## src/rtl/systolic_input_skew.sv

```systemverilog
// Diagonal input skew for one column of the systolic MAC array: lane r of each
// accepted vector reaches PE row r after r extra cycles. Define SKEW_VEC_COUNT_EN for vec_count.
module systolic_input_skew #(
    parameter int unsigned bit_width = 8,
    parameter int unsigned num_rows  = 4
`ifdef SKEW_VEC_COUNT_EN
    ,
    parameter int unsigned cnt_width = 16
`endif
) (
    input  logic                          clk,
    input  logic                          reset,
    input  logic                          in_valid,
    output logic                          in_ready,
    input  logic                          in_last,
    input  logic [num_rows*bit_width-1:0] in_vec,
    output logic [num_rows*bit_width-1:0] skew_data,
    output logic [num_rows-1:0]           skew_valid,
    output logic                          busy,
    output logic                          done
`ifdef SKEW_VEC_COUNT_EN
    ,
    output logic [cnt_width-1:0]          vec_count
`endif
);

    localparam int unsigned FCW = (num_rows > 1) ? $clog2(num_rows) : 1;
    localparam logic [FCW-1:0] FLUSH_LOAD = FCW'(num_rows - 1);

    typedef enum logic [1:0] {
        IDLE,
        STREAM,
        FLUSH
    } state_t;

    state_t         state_q, state_d;
    logic [FCW-1:0] flush_cnt_q, flush_cnt_d;
    logic           done_q, done_d;
    logic           accept;

    assign in_ready = (state_q != FLUSH);
    assign accept   = in_valid && in_ready;
    assign busy     = (state_q != IDLE);
    assign done     = done_q;

    always_comb begin
        state_d     = state_q;
        flush_cnt_d = flush_cnt_q;
        done_d      = 1'b0;
        unique case (state_q)
            IDLE, STREAM: begin
                if (accept) begin
                    if (in_last) begin
                        state_d     = FLUSH;
                        flush_cnt_d = FLUSH_LOAD;
                    end else begin
                        state_d = STREAM;
                    end
                end
            end
            FLUSH: begin
                if (flush_cnt_q == '0) begin
                    state_d = IDLE;
                end else begin
                    flush_cnt_d = flush_cnt_q - 1'b1;
                end
            end
            default: state_d = IDLE;
        endcase
        // done is registered, so it is raised on entry to the counter==0 FLUSH cycle
        done_d = (state_d == FLUSH) && (flush_cnt_d == '0);
    end

    always_ff @(posedge clk or posedge reset) begin
        if (reset) begin
            state_q     <= IDLE;
            flush_cnt_q <= '0;
            done_q      <= 1'b0;
        end else begin
            state_q     <= state_d;
            flush_cnt_q <= flush_cnt_d;
            done_q      <= done_d;
        end
    end

    for (genvar r = 0; r < num_rows; r++) begin : g_lane
        localparam int unsigned DEPTH = r + 1;

        logic [DEPTH*bit_width-1:0] data_q, data_d;
        logic [DEPTH-1:0]           valid_q, valid_d;
        logic [bit_width-1:0]       head_data;

        // bubbles carry zero data so they contribute nothing to the PE accumulators
        assign head_data = accept ? in_vec[r*bit_width +: bit_width] : '0;

        if (r == 0) begin : g_head
            always_comb begin
                data_d  = head_data;
                valid_d = accept;
            end
        end else begin : g_shift
            always_comb begin
                data_d  = {data_q[r*bit_width-1:0], head_data};
                valid_d = {valid_q[r-1:0], accept};
            end
        end

        always_ff @(posedge clk or posedge reset) begin
            if (reset) begin
                data_q  <= '0;
                valid_q <= '0;
            end else begin
                data_q  <= data_d;
                valid_q <= valid_d;
            end
        end

        assign skew_data[r*bit_width +: bit_width] = data_q[r*bit_width +: bit_width];
        assign skew_valid[r]                       = valid_q[r];
    end

`ifdef SKEW_VEC_COUNT_EN
    logic [cnt_width-1:0] vec_count_q, vec_count_d;

    always_comb begin
        vec_count_d = vec_count_q;
        if (accept) begin
            if (state_q == IDLE) begin
                vec_count_d = cnt_width'(1);
            end else if (vec_count_q != '1) begin
                vec_count_d = vec_count_q + 1'b1;
            end
        end
    end

    always_ff @(posedge clk or posedge reset) begin
        if (reset) begin
            vec_count_q <= '0;
        end else begin
            vec_count_q <= vec_count_d;
        end
    end

    assign vec_count = vec_count_q;
`endif

endmodule

```

## config.mk

```make
export PLATFORM = sky130hd
export DESIGN_NAME = systolic_input_skew
export DESIGN_NICKNAME = d
export VERILOG_FILES = /design/src/rtl/systolic_input_skew.sv
export SDC_FILE = /design/constraint.sdc
export NUM_CORES = 1
export LEC_CHECK = 0
export ABC_AREA = 0
export ABC_CLOCK_PERIOD_IN_PS = 8000
export CAP_MARGIN = 20
export CORE_MARGIN = 8
export CORE_UTILIZATION = 50
export CTS_CLUSTER_DIAMETER = 30
export DETAILED_ROUTE_END_ITERATION = 8
export PLACE_DENSITY = 0.82
export SLEW_MARGIN = 10
export SYNTH_ARGS = -nofsm -noshare
export SYNTH_HDL_FRONTEND = slang
export SYNTH_SLANG_ARGS = --single-unit
export TNS_END_PERCENT = 10
```

## constraint.sdc

```tcl
create_clock -name clk -period 8 [get_ports clk]
set_input_delay 1.2 -clock clk [delete_from_list [all_inputs] [get_ports clk]]
set_output_delay 1.2 -clock clk [all_outputs]
set_load 0.03 [all_outputs]
```

==> results of run 1 <==
[synth_stat cells, types with 2 or more instances]
cell type,count
and3_2,5
o21ai_0,2
buf_4,25
nand2_1,2
dfrtp_1,89
buf_6,4
nand2b_1,2
clkbuf_1,3
a21oi_1,2
and3_1,27
[cell families (layout without fill, tap and decap cells)]
| logic type | count (synthesis) | after routing |
|---|---|---|
| AOI/OAI and AO/OA | 7 | 7 |
| and+or+nand+nor | 40 | 40 |
| buffers and inverters | 34 | 94 |
| muxes | 1 | 1 |
| DFF | 89 | 89 |
[critical path: cells and delay by family, from the launching register on]
kind | cells | cell delay [ns]
flip-flops | 1 | 0.45
AND/OR/NAND/NOR | 1 | 0.30
buffers and inverters | 1 | 0.60
[layout make-up]
cell class / count / area [um^2]
well taps: 72 / 90.1
repair buffers: 78 / 798
clock buffers: 13 / 169
inverters: 1 / 5.00
multi-input cells: 48 / 315
clock inverters: 2 / 60.1
fillers: 388 / 1770
flip-flops and latches: 89 / 2230
[worst paths after layout]
path | start | slack [ns] | endpoint
worst min-delay path | g_lane[1].data_q[3] | 0.35 | g_lane[1].data_q[11]
worst min register to register | g_lane[1].data_q[3] | 0.35 | g_lane[1].data_q[11]
min in group asynchronous | reset | 1.23 | g_lane[2].data_q[16]
worst max register to register | state_q[0] | 6.77 | g_lane[1].data_q[7]
max in group asynchronous | reset | 6.18 | g_lane[1].data_q[7]
worst max-delay path | state_q[1] | 5.13 | busy
[per-stage QoR]
step	hold WS, ns	worst slack, ns	cells	utilization, %	instance area (um^2)
6_report	0.350	5.13	303	67.4	3660
2_1_floorplan	0.331	4.49	171	-	2800
5_1_grt	0.355	5.06	303	67.4	3660
4_1_cts	0.351	5.10	301	66.6	3620
3_5_place_dp	0.335	5.17	286	62.4	3390
3_3_place_gp	0.332	5.21	286	62.4	3390
[cells in the final DEF (no fill, tap or decap), drive strengths merged, types with 2 or more instances in the layout]
| cell | count |
|---|---|
| a21oi | 2 |
| and3 | 32 |
| buf | 4 |
| bufinv | 2 |
| clkbuf | 13 |
| clkdlybuf4s50 | 74 |
| dfrtp | 89 |
| nand2 | 2 |
| nand2b | 2 |
| o21ai | 2 |
[sequential cells by signal, indices dropped and copies added, names as in the netlist]
signal,count
g_lane.data_q,80
g_lane.valid_q,4
flush_cnt_q,2
state_q,2
done,1
[layer usage]
metal	vias to the layer above	GRT usage [%]
li1	639	-
met1	709	13.0
met2	38	18.5
met3	5	4.82
met4	0	6.55
met5	-	0
[report_power, final]
part           switching, W  internal, W  total, W  leakage [nW]
Sequential        0.0000316     0.000528  0.000560          1.17
Combinational      0.000143     0.000112  0.000255         0.518
Clock              0.000133     0.000200  0.000333         0.116
==> impl_metrics.toml, run 1 <==
[timing]
hold_viol_final = 0
slew_headroom_pct = 66.5
setup_viol = 0
fin_tns_setup_ns = 0
fin_skew_ns = 0.00579
rsz0062_at_grt = "no"
post-route-period-util_pct = 35.9
tightestPinTransition_ns = 0.502
drv_slew = 0
period_needed_ns = 2.87
max_freq_ghz = 0.348

[synth]
ys_ff_latch = 89
synthAdderAreaFrac_pct = 0
ys.flop_type = "dfrtp_1"
synth_cells = 171
synth.area.top_cells = "dfrtp_1 (80%), buf_4 (6.7%), and3_1 (6.0%), buf_6 (1.6%), and3_2 (1.3%)"
syn_nets = 207
synth_top_area_share_pct = 79.7
synth_simple_gate_area_share_pct = 9.13
yosysSeqAreaShare_pct = 79.7
syn_area_um2 = 2800
synth_xor_area_share_pct = 0
synth_cell_types = 20
avgSynthCellArea_um2 = 16.3
synth_top_family_by_area = "simple AND/OR/NAND/NOR gates"
synth_edf_count = 0
synth.largest_area_cell = "dfrtp_1"
synth_warnings = 0
synth_compound_area_share_pct = 1.79
synthMuxAreaShare_pct = 0.358
ys_async_sr_fraction_pct = 100

[detailed_routing]
drc = 0
first_pass_iters = 4
drt_iter0_drc = 49
final_antenna_net_count = 0
route.met3.wl_um = 255
viasPerCell = 4.59
top_layer = "met4"
post_drt_wl_per_cell_um = 14.7
via_count = 1391
wl_met2_mm = 2.36
routed_wl_mm = 4.46
m1WireLength_mm = 1.77

[power_and_ir_drop]
peakVddDrop_mv = 0.171
p_leak_nw = 1.80
p_per_area_nw_per_um2 = 313
power_w = 0.00115

[clock_network]
root_buffer = "clkbuf_8"
postCtsSetupBuffers = 0
tritoncts.num_buffers = 9
worstSkewPairLatency_ns = 0.33
cts_hold_buf = 0
h-tree-depth = 3
cts-resized-gates = 0
clock_path_buffers = 2
clk_pin_slew_worst_paths_ns = 0.07
cts.sinks = 89
cts_tree = "yes"

[floorplan]
die_area_um2 = 8240
start_util_pct = 51.4
core_area_um2 = 5440
rows = 27
pin_count = 75
die_w_um = 90.8
die_y_um = 90.8

[finish]
area_delta_synth_final_pct = 31.1
layout-drive-gt1-share_pct = 11.7
num_antenna_cells = 0
fin_nets = 263

[global_routing]
gr-total-overflow = 0
grt_pass1_vias = 1422
grt_max_degree = 90
grt_use_total_pct = 11.7
grt_pass1_wl_mm = 7.29
antenna_found_initial = 0

[worst_setup_path]
worst-setup-path-type = "reg2out"
crit_fanout = 6
reg2regPathDepth = 3
startpoint_type = "flop"
cp.arrival_ns = 1.67
crit_path_cell_trace = "or2_2, clkdlybuf4s50_1"
worst_ep_required_time_ns = 6.80
slowest_delay_ns = 0.60
end_kind = "primary output"
crit_slowest_cell = "clkdlybuf4s50_1"

[min_path]
whs_path_depth = 0
hp-class = "reg2reg"

[placed_design]
place_congestion = 0.684
port-buffer-count = 74
hpwl_mm = 2.94

[flow_run]
drv_cap = 0

[run_status]
outcome = "finished, final reports clean"
Note: power is estimated with default switching activity, not from simulation.
==> run 2, diff against run 1 <==
--- a/config.mk
+++ b/config.mk
@@ -6,13 +6,13 @@
 export NUM_CORES = 1
 export LEC_CHECK = 0
 export ABC_AREA = 0
-export ABC_CLOCK_PERIOD_IN_PS = 8000
+export ABC_CLOCK_PERIOD_IN_PS = 2900
 export CAP_MARGIN = 20
 export CORE_MARGIN = 8
-export CORE_UTILIZATION = 50
+export CORE_UTILIZATION = 47
 export CTS_CLUSTER_DIAMETER = 30
 export DETAILED_ROUTE_END_ITERATION = 8
-export PLACE_DENSITY = 0.82
+export PLACE_DENSITY = 0.78
 export SLEW_MARGIN = 10
 export SYNTH_ARGS = -nofsm -noshare
 export SYNTH_HDL_FRONTEND = slang
==> constraint.sdc (replaced) <==
create_clock -name clk -period 2.9 [get_ports clk]
set_input_delay 0.435 -clock clk [delete_from_list [all_inputs] [get_ports clk]]
set_output_delay 0.435 -clock clk [all_outputs]
set_load 0.03 [all_outputs]
==> run 2 against run 1 <==
Net effect:
- setup slack worse by 4.3 ns
- wire length decreased by 0.81%
- flip-flop and latch count stayed put
- worst hold slack worse by 0.0050 ns
- cell area down 1.2%
- clock power is 150% higher
- cell count is 0.66% higher
- largest power group unchanged
- critical path depth did not move
- clock skew increased by 0.0028 ns
- non-clock buffer count shrank 1
- total power increased to 2.7 times the previous value
- critical endpoint unchanged
==> impl_metrics.toml, run 2 (synthesized netlist as in run 1, its figures left out) <==
[run_status]
outcome = "finished, final reports clean"

[placed_design]
port-buffer-count = 74
place_area_um2 = 3420
hpwl_mm = 3.10
place_congestion = 0.693

[detailed_routing]
final_antenna_net_count = 0
routed_wl_mm = 4.43
drt_iter0_drc = 73
via_count = 1346
first_pass_iters = 4
post_drt_wl_per_cell_um = 14.5
viasPerCell = 4.41
drc = 0

[finish]
layout-drive-gt1-share_pct = 11.7
largestRegisters = "g_lane.data_q: 80 flops, g_lane.valid_q: 4 flops"
area_delta_synth_final_pct = 29.5
fin_nets = 262
stdcell_area_um2 = 3620
largest_reg_flops = 80
final_common_cell = "dfrtp_1"
num_antenna_cells = 0
most-common-layout-cells = "dfrtp_1 (89), clkdlybuf4s50_1 (74), and3_1 (27), clkbuf_8 (11), and3_2 (5)"
largest_register = "g_lane.data_q"
postLayoutCoreUtil_pct = 61.9

[timing]
post-route-period-util_pct = 72.9
period_needed_ns = 2.11
hold_viol_final = 0
setup_viol = 0
rsz0062_at_grt = "no"
drv_slew = 0
slew_headroom_pct = 63.1
holdWs_ns = 0.345
fin_tns_setup_ns = 0
tightestPinTransition_ns = 0.551
max_freq_ghz = 0.473
fin_skew_ns = 0.00863

[power_and_ir_drop]
p_switching_w = 0.000869
p_int_w = 0.00221
sw_frac_of_total_pct = 28.3
seq_power_share_pct = 50.2
p_clk_share_pct = 26.9
power_w = 0.00308
peakVddDrop_mv = 0.501
p_leak_nw = 1.78
p_per_area_nw_per_um2 = 849
pwr-share-comb_pct = 22.9

[clock_network]
postCtsSetupBuffers = 0
h-tree-depth = 3
tritoncts.num_buffers = 9
clock_path_buffers = 2
root_buffer = "clkbuf_8"
cts_hold_buf = 0
cts_tree = "yes"
cts.sinks = 89
cts-resized-gates = 0
worstSkewPairLatency_ns = 0.33
clk_pin_slew_worst_paths_ns = 0.08

[worst_setup_path]
startpoint_type = "flop"
crit_fanout = 6
worst_ep_required_time_ns = 2.47
end_kind = "primary output"
worst-setup-path-type = "reg2out"
cp.arrival_ns = 1.68

[floorplan]
die_w_um = 93.1
die_area_um2 = 8670
core_area_um2 = 5850
rows = 28
die_y_um = 93.1
pin_count = 75
start_util_pct = 47.8

[global_routing]
grt_pass1_wl_mm = 6.98
grt_use_total_pct = 10.8
grt_pass1_vias = 1364
antenna_found_initial = 0
grt_max_degree = 90
gr-total-overflow = 0

[flow_run]
drv_cap = 0

[min_path]
hp-class = "reg2reg"
-- run 2: area by class of cell --
cell class | count | area (um^2)
clock buffer | 11 | 151
clock inverter | 4 | 52.6
fill | 435 | 2230
inverter | 1 | 5.00
multi-input combinational | 48 | 315
sequential | 89 | 2230
tap | 75 | 93.8
timing repair buffer | 77 | 776
-- run 2: stage by stage --
stage / setup WS, ns / std cells
finish: 0.787 / 305
global route: 0.721 / 305
CTS: 0.764 / 305
detailed placement: 1.06 / 290
global placement: 1.10 / 290
floorplan: 0.158 / 171
-- run 2: routing by layer --
| metal | wire length [um] | vias to the layer above | track usage, % |
|---|---|---|---|
| met5 | 0 | - | 0 |
| met4 | 68 | 0 | 7.65 |
| met3 | 184 | 4 | 2.96 |
| met2 | 2470 | 29 | 18.1 |
| met1 | 1700 | 675 | 11.6 |
| li1 | - | 638 | - |
-- run 2: power groups by stage --
stage / Clock, W / Combinational, W / Sequential (W)
CTS: 0.000854 / 0.000718 / 0.00155
detailed placement: 0 / 0.000718 / 0.00157
finish: 0.000828 / 0.000704 / 0.00154
global route: 0.000910 / 0.000751 / 0.00156
floorplan: 0 / 0.000470 / 0.00161
global placement: 0 / 0.000704 / 0.00156
-- run 2: worst max-delay path, stage by stage, from the launching register on --
cell and delay (ns):
dfrtp_1 0.45, or2_2 0.30, clkdlybuf4s50_1 0.60
-- run 2: path summary, 6_finish.rpt --
check / from / to / slack (ns) / cells past startpoint
max: state_q[1] / busy / 0.79 / 2
min: g_lane[3].data_q[3] / g_lane[3].data_q[11] / 0.35 / 0
max reg2reg: state_q[0] / g_lane[3].data_q[7] / 1.71 / 3
min reg2reg: g_lane[3].data_q[3] / g_lane[3].data_q[11] / 0.35 / 0
max in group asynchronous: reset / g_lane[0].data_q[0] / 2.05 / 3
min in group asynchronous: reset / g_lane[2].data_q[18] / 0.50 / 3
==> run 3, diff against run 2 <==
--- a/config.mk
+++ b/config.mk
@@ -6,7 +6,7 @@
 export NUM_CORES = 1
 export LEC_CHECK = 0
 export ABC_AREA = 0
-export ABC_CLOCK_PERIOD_IN_PS = 2900
+export ABC_CLOCK_PERIOD_IN_PS = 2000
 export CAP_MARGIN = 20
 export CORE_MARGIN = 8
 export CORE_UTILIZATION = 47
==> constraint.sdc (replaced) <==
create_clock -name clk -period 2 [get_ports clk]
set_input_delay 0.3 -clock clk [delete_from_list [all_inputs] [get_ports clk]]
set_output_delay 0.3 -clock clk [all_outputs]
set_load 0.03 [all_outputs]
==> run 3 against run 2 <==
Net effect:
- sequential power is 45% higher
- first-iteration DRC count is 29% lower
- worst hold slack better by 0.0054 ns
- setup slack worse by 0.56 ns
- critical path type unchanged
- via count is 6.0% higher
- clock skew is 0.0028 ns lower
- die area stayed put
- largest cell class unchanged
- sequential share of layout area is 0.53 points lower
- flip-flop and latch count stayed put
- combinational power is 46% higher
- cell area is 0.86% higher
==> impl_metrics.toml, run 3 (synthesized netlist as in run 1, its figures left out) <==
[floorplan]
die_area_um2 = 8670
pin_count = 75
die_w_um = 93.1
rows = 28
die_y_um = 93.1
core_area_um2 = 5850
start_util_pct = 47.8

[finish]
most-common-layout-cells = "dfrtp_1 (89), clkdlybuf4s50_1 (72), and3_1 (27), clkbuf_8 (10)"
area_delta_synth_final_pct = 30.7
fin_nets = 264
largest_register = "g_lane.data_q"
layout-drive-gt1-share_pct = 12.4
seqCellArea_um2 = 2230
multi_input_area_um2 = 315
num_antenna_cells = 0
largest_reg_flops = 80
fill_cells = 442
largestRegisters = "g_lane.data_q: 80 flops, g_lane.valid_q: 4 flops"
stdcell_area_um2 = 3650
final_common_cell = "dfrtp_1"

[detailed_routing]
drt_iter0_drc = 52
first_pass_iters = 4
m1WireLength_mm = 1.68
route.met3.wl_um = 184
top_layer = "met4"
wl_met2_mm = 2.53
via_count = 1427
drc = 0
routed_wl_mm = 4.66
viasPerCell = 4.63
post_drt_wl_per_cell_um = 15.1
final_antenna_net_count = 0

[min_path]
worstHoldStart = "g_lane[3].data_q[18]"
hp-class = "reg2reg"

[worst_setup_path]
crit_path_cell_trace = "nand2b_1, buf_4"
cp.arrival_ns = 1.47
critPathBufInv = 1
worst-setup-path-type = "reg2out"
reg2reg_from = "state_q[0]"
crit_slowest_cell = "nand2b_1"
critical_path.top_delay_family = "simple AND/OR/NAND/NOR gates"
end_kind = "primary output"
startpoint_type = "flop"
slowest_delay_ns = 0.45
worst_ep_required_time_ns = 1.70
crit_start = "state_q[0]"
crit_fanout = 13

[timing]
max_freq_ghz = 0.565
tightestPinTransition_ns = 0.515
hold_viol_final = 0
slew_headroom_pct = 65.7
fin_tns_setup_ns = 0
drv_slew = 0
period_needed_ns = 1.77
rsz0062_at_grt = "no"
fin_skew_ns = 0.00579
post-route-period-util_pct = 88.4
setup_viol = 0

[clock_network]
clock_path_buffers = 2
h-tree-depth = 3
cts_tree = "yes"
cts_hold_buf = 0
worstSkewPairLatency_ns = 0.34
cts.sinks = 89
postCtsSetupBuffers = 0
clk_pin_slew_worst_paths_ns = 0.08
tritoncts.num_buffers = 9
root_buffer = "clkbuf_8"
cts-resized-gates = 1

[power_and_ir_drop]
seq_power_share_pct = 48.9
p_per_area_nw_per_um2 = 1250
p_switching_w = 0.00128
p_clk_share_pct = 28.6
p_leak_nw = 1.79
p_int_w = 0.00330
pwr-share-comb_pct = 22.5
peakVddDrop_mv = 0.834
sw_frac_of_total_pct = 27.9

[placed_design]
hpwl_mm = 3.25
port-buffer-count = 74
place_area_um2 = 3430
place_congestion = 0.724

[run_status]
outcome = "finished, final reports clean"

[global_routing]
grt_max_degree = 90
grt_use_total_pct = 11.6
grt_pass1_vias = 1564
gr-total-overflow = 0
antenna_found_initial = 0
grt_pass1_wl_mm = 7.40

[flow_run]
drv_cap = 0
run 3: power groups by stage:
| stage | logic (W) | clock network [W] | registers [W] |
|---|---|---|---|
| finish | 0.00103 | 0.00131 | 0.00224 |
| CTS | 0.00105 | 0.00136 | 0.00225 |
| detailed placement | 0.00105 | 0 | 0.00228 |
| global route | 0.00110 | 0.00143 | 0.00228 |
| floorplan | 0.000682 | 0 | 0.00234 |
| global placement | 0.00104 | 0 | 0.00225 |
run 3: path summary, 6_finish.rpt:
path | end | slack, ns | cells past startpoint
worst max-delay path | in_ready | 0.23 | 2
worst min-delay path | g_lane[3].data_q[26] | 0.35 | 0
worst max register to register | g_lane[3].data_q[7] | 0.55 | 3
worst min register to register | g_lane[3].data_q[26] | 0.35 | 0
max in group asynchronous | g_lane[3].valid_q[2] | 1.23 | 3
min in group asynchronous | g_lane[2].data_q[15] | 0.42 | 3
run 3: through the flow:
| stage | util (%) | worst slack, ns | std cells | power, W | hold slack, ns |
|---|---|---|---|---|---|
| after floorplan | - | 0.664 | 171 | 0.00302 | 0.331 |
| after global placement | 58.7 | 0.404 | 292 | 0.00329 | 0.332 |
| after detailed placement | 58.7 | 0.386 | 292 | 0.00334 | 0.335 |
| after CTS | 62.4 | 0.154 | 308 | 0.00466 | 0.353 |
| after global routing | 62.4 | 0.0651 | 308 | 0.00480 | 0.357 |
| final | 62.4 | 0.232 | 308 | 0.00458 | 0.351 |
run 3: final cells by class:
class / count / area share [%]
clock inverters: 4 / 2.09
flip-flops and latches: 89 / 61.0
well taps: 75 / 2.57
inverters: 1 / 0.206
multi-input cells: 48 / 8.63
repair buffers: 79 / 21.5
clock buffers: 12 / 3.97
run 3: per-layer routing:
| layer | global-route usage (%) | up-vias |
|---|---|---|
| met5 | 0 | - |
| met4 | 11.9 | 0 |
| met3 | 2.64 | 20 |
| met2 | 19.9 | 44 |
| met1 | 11.2 | 720 |
| li1 | - | 643 |
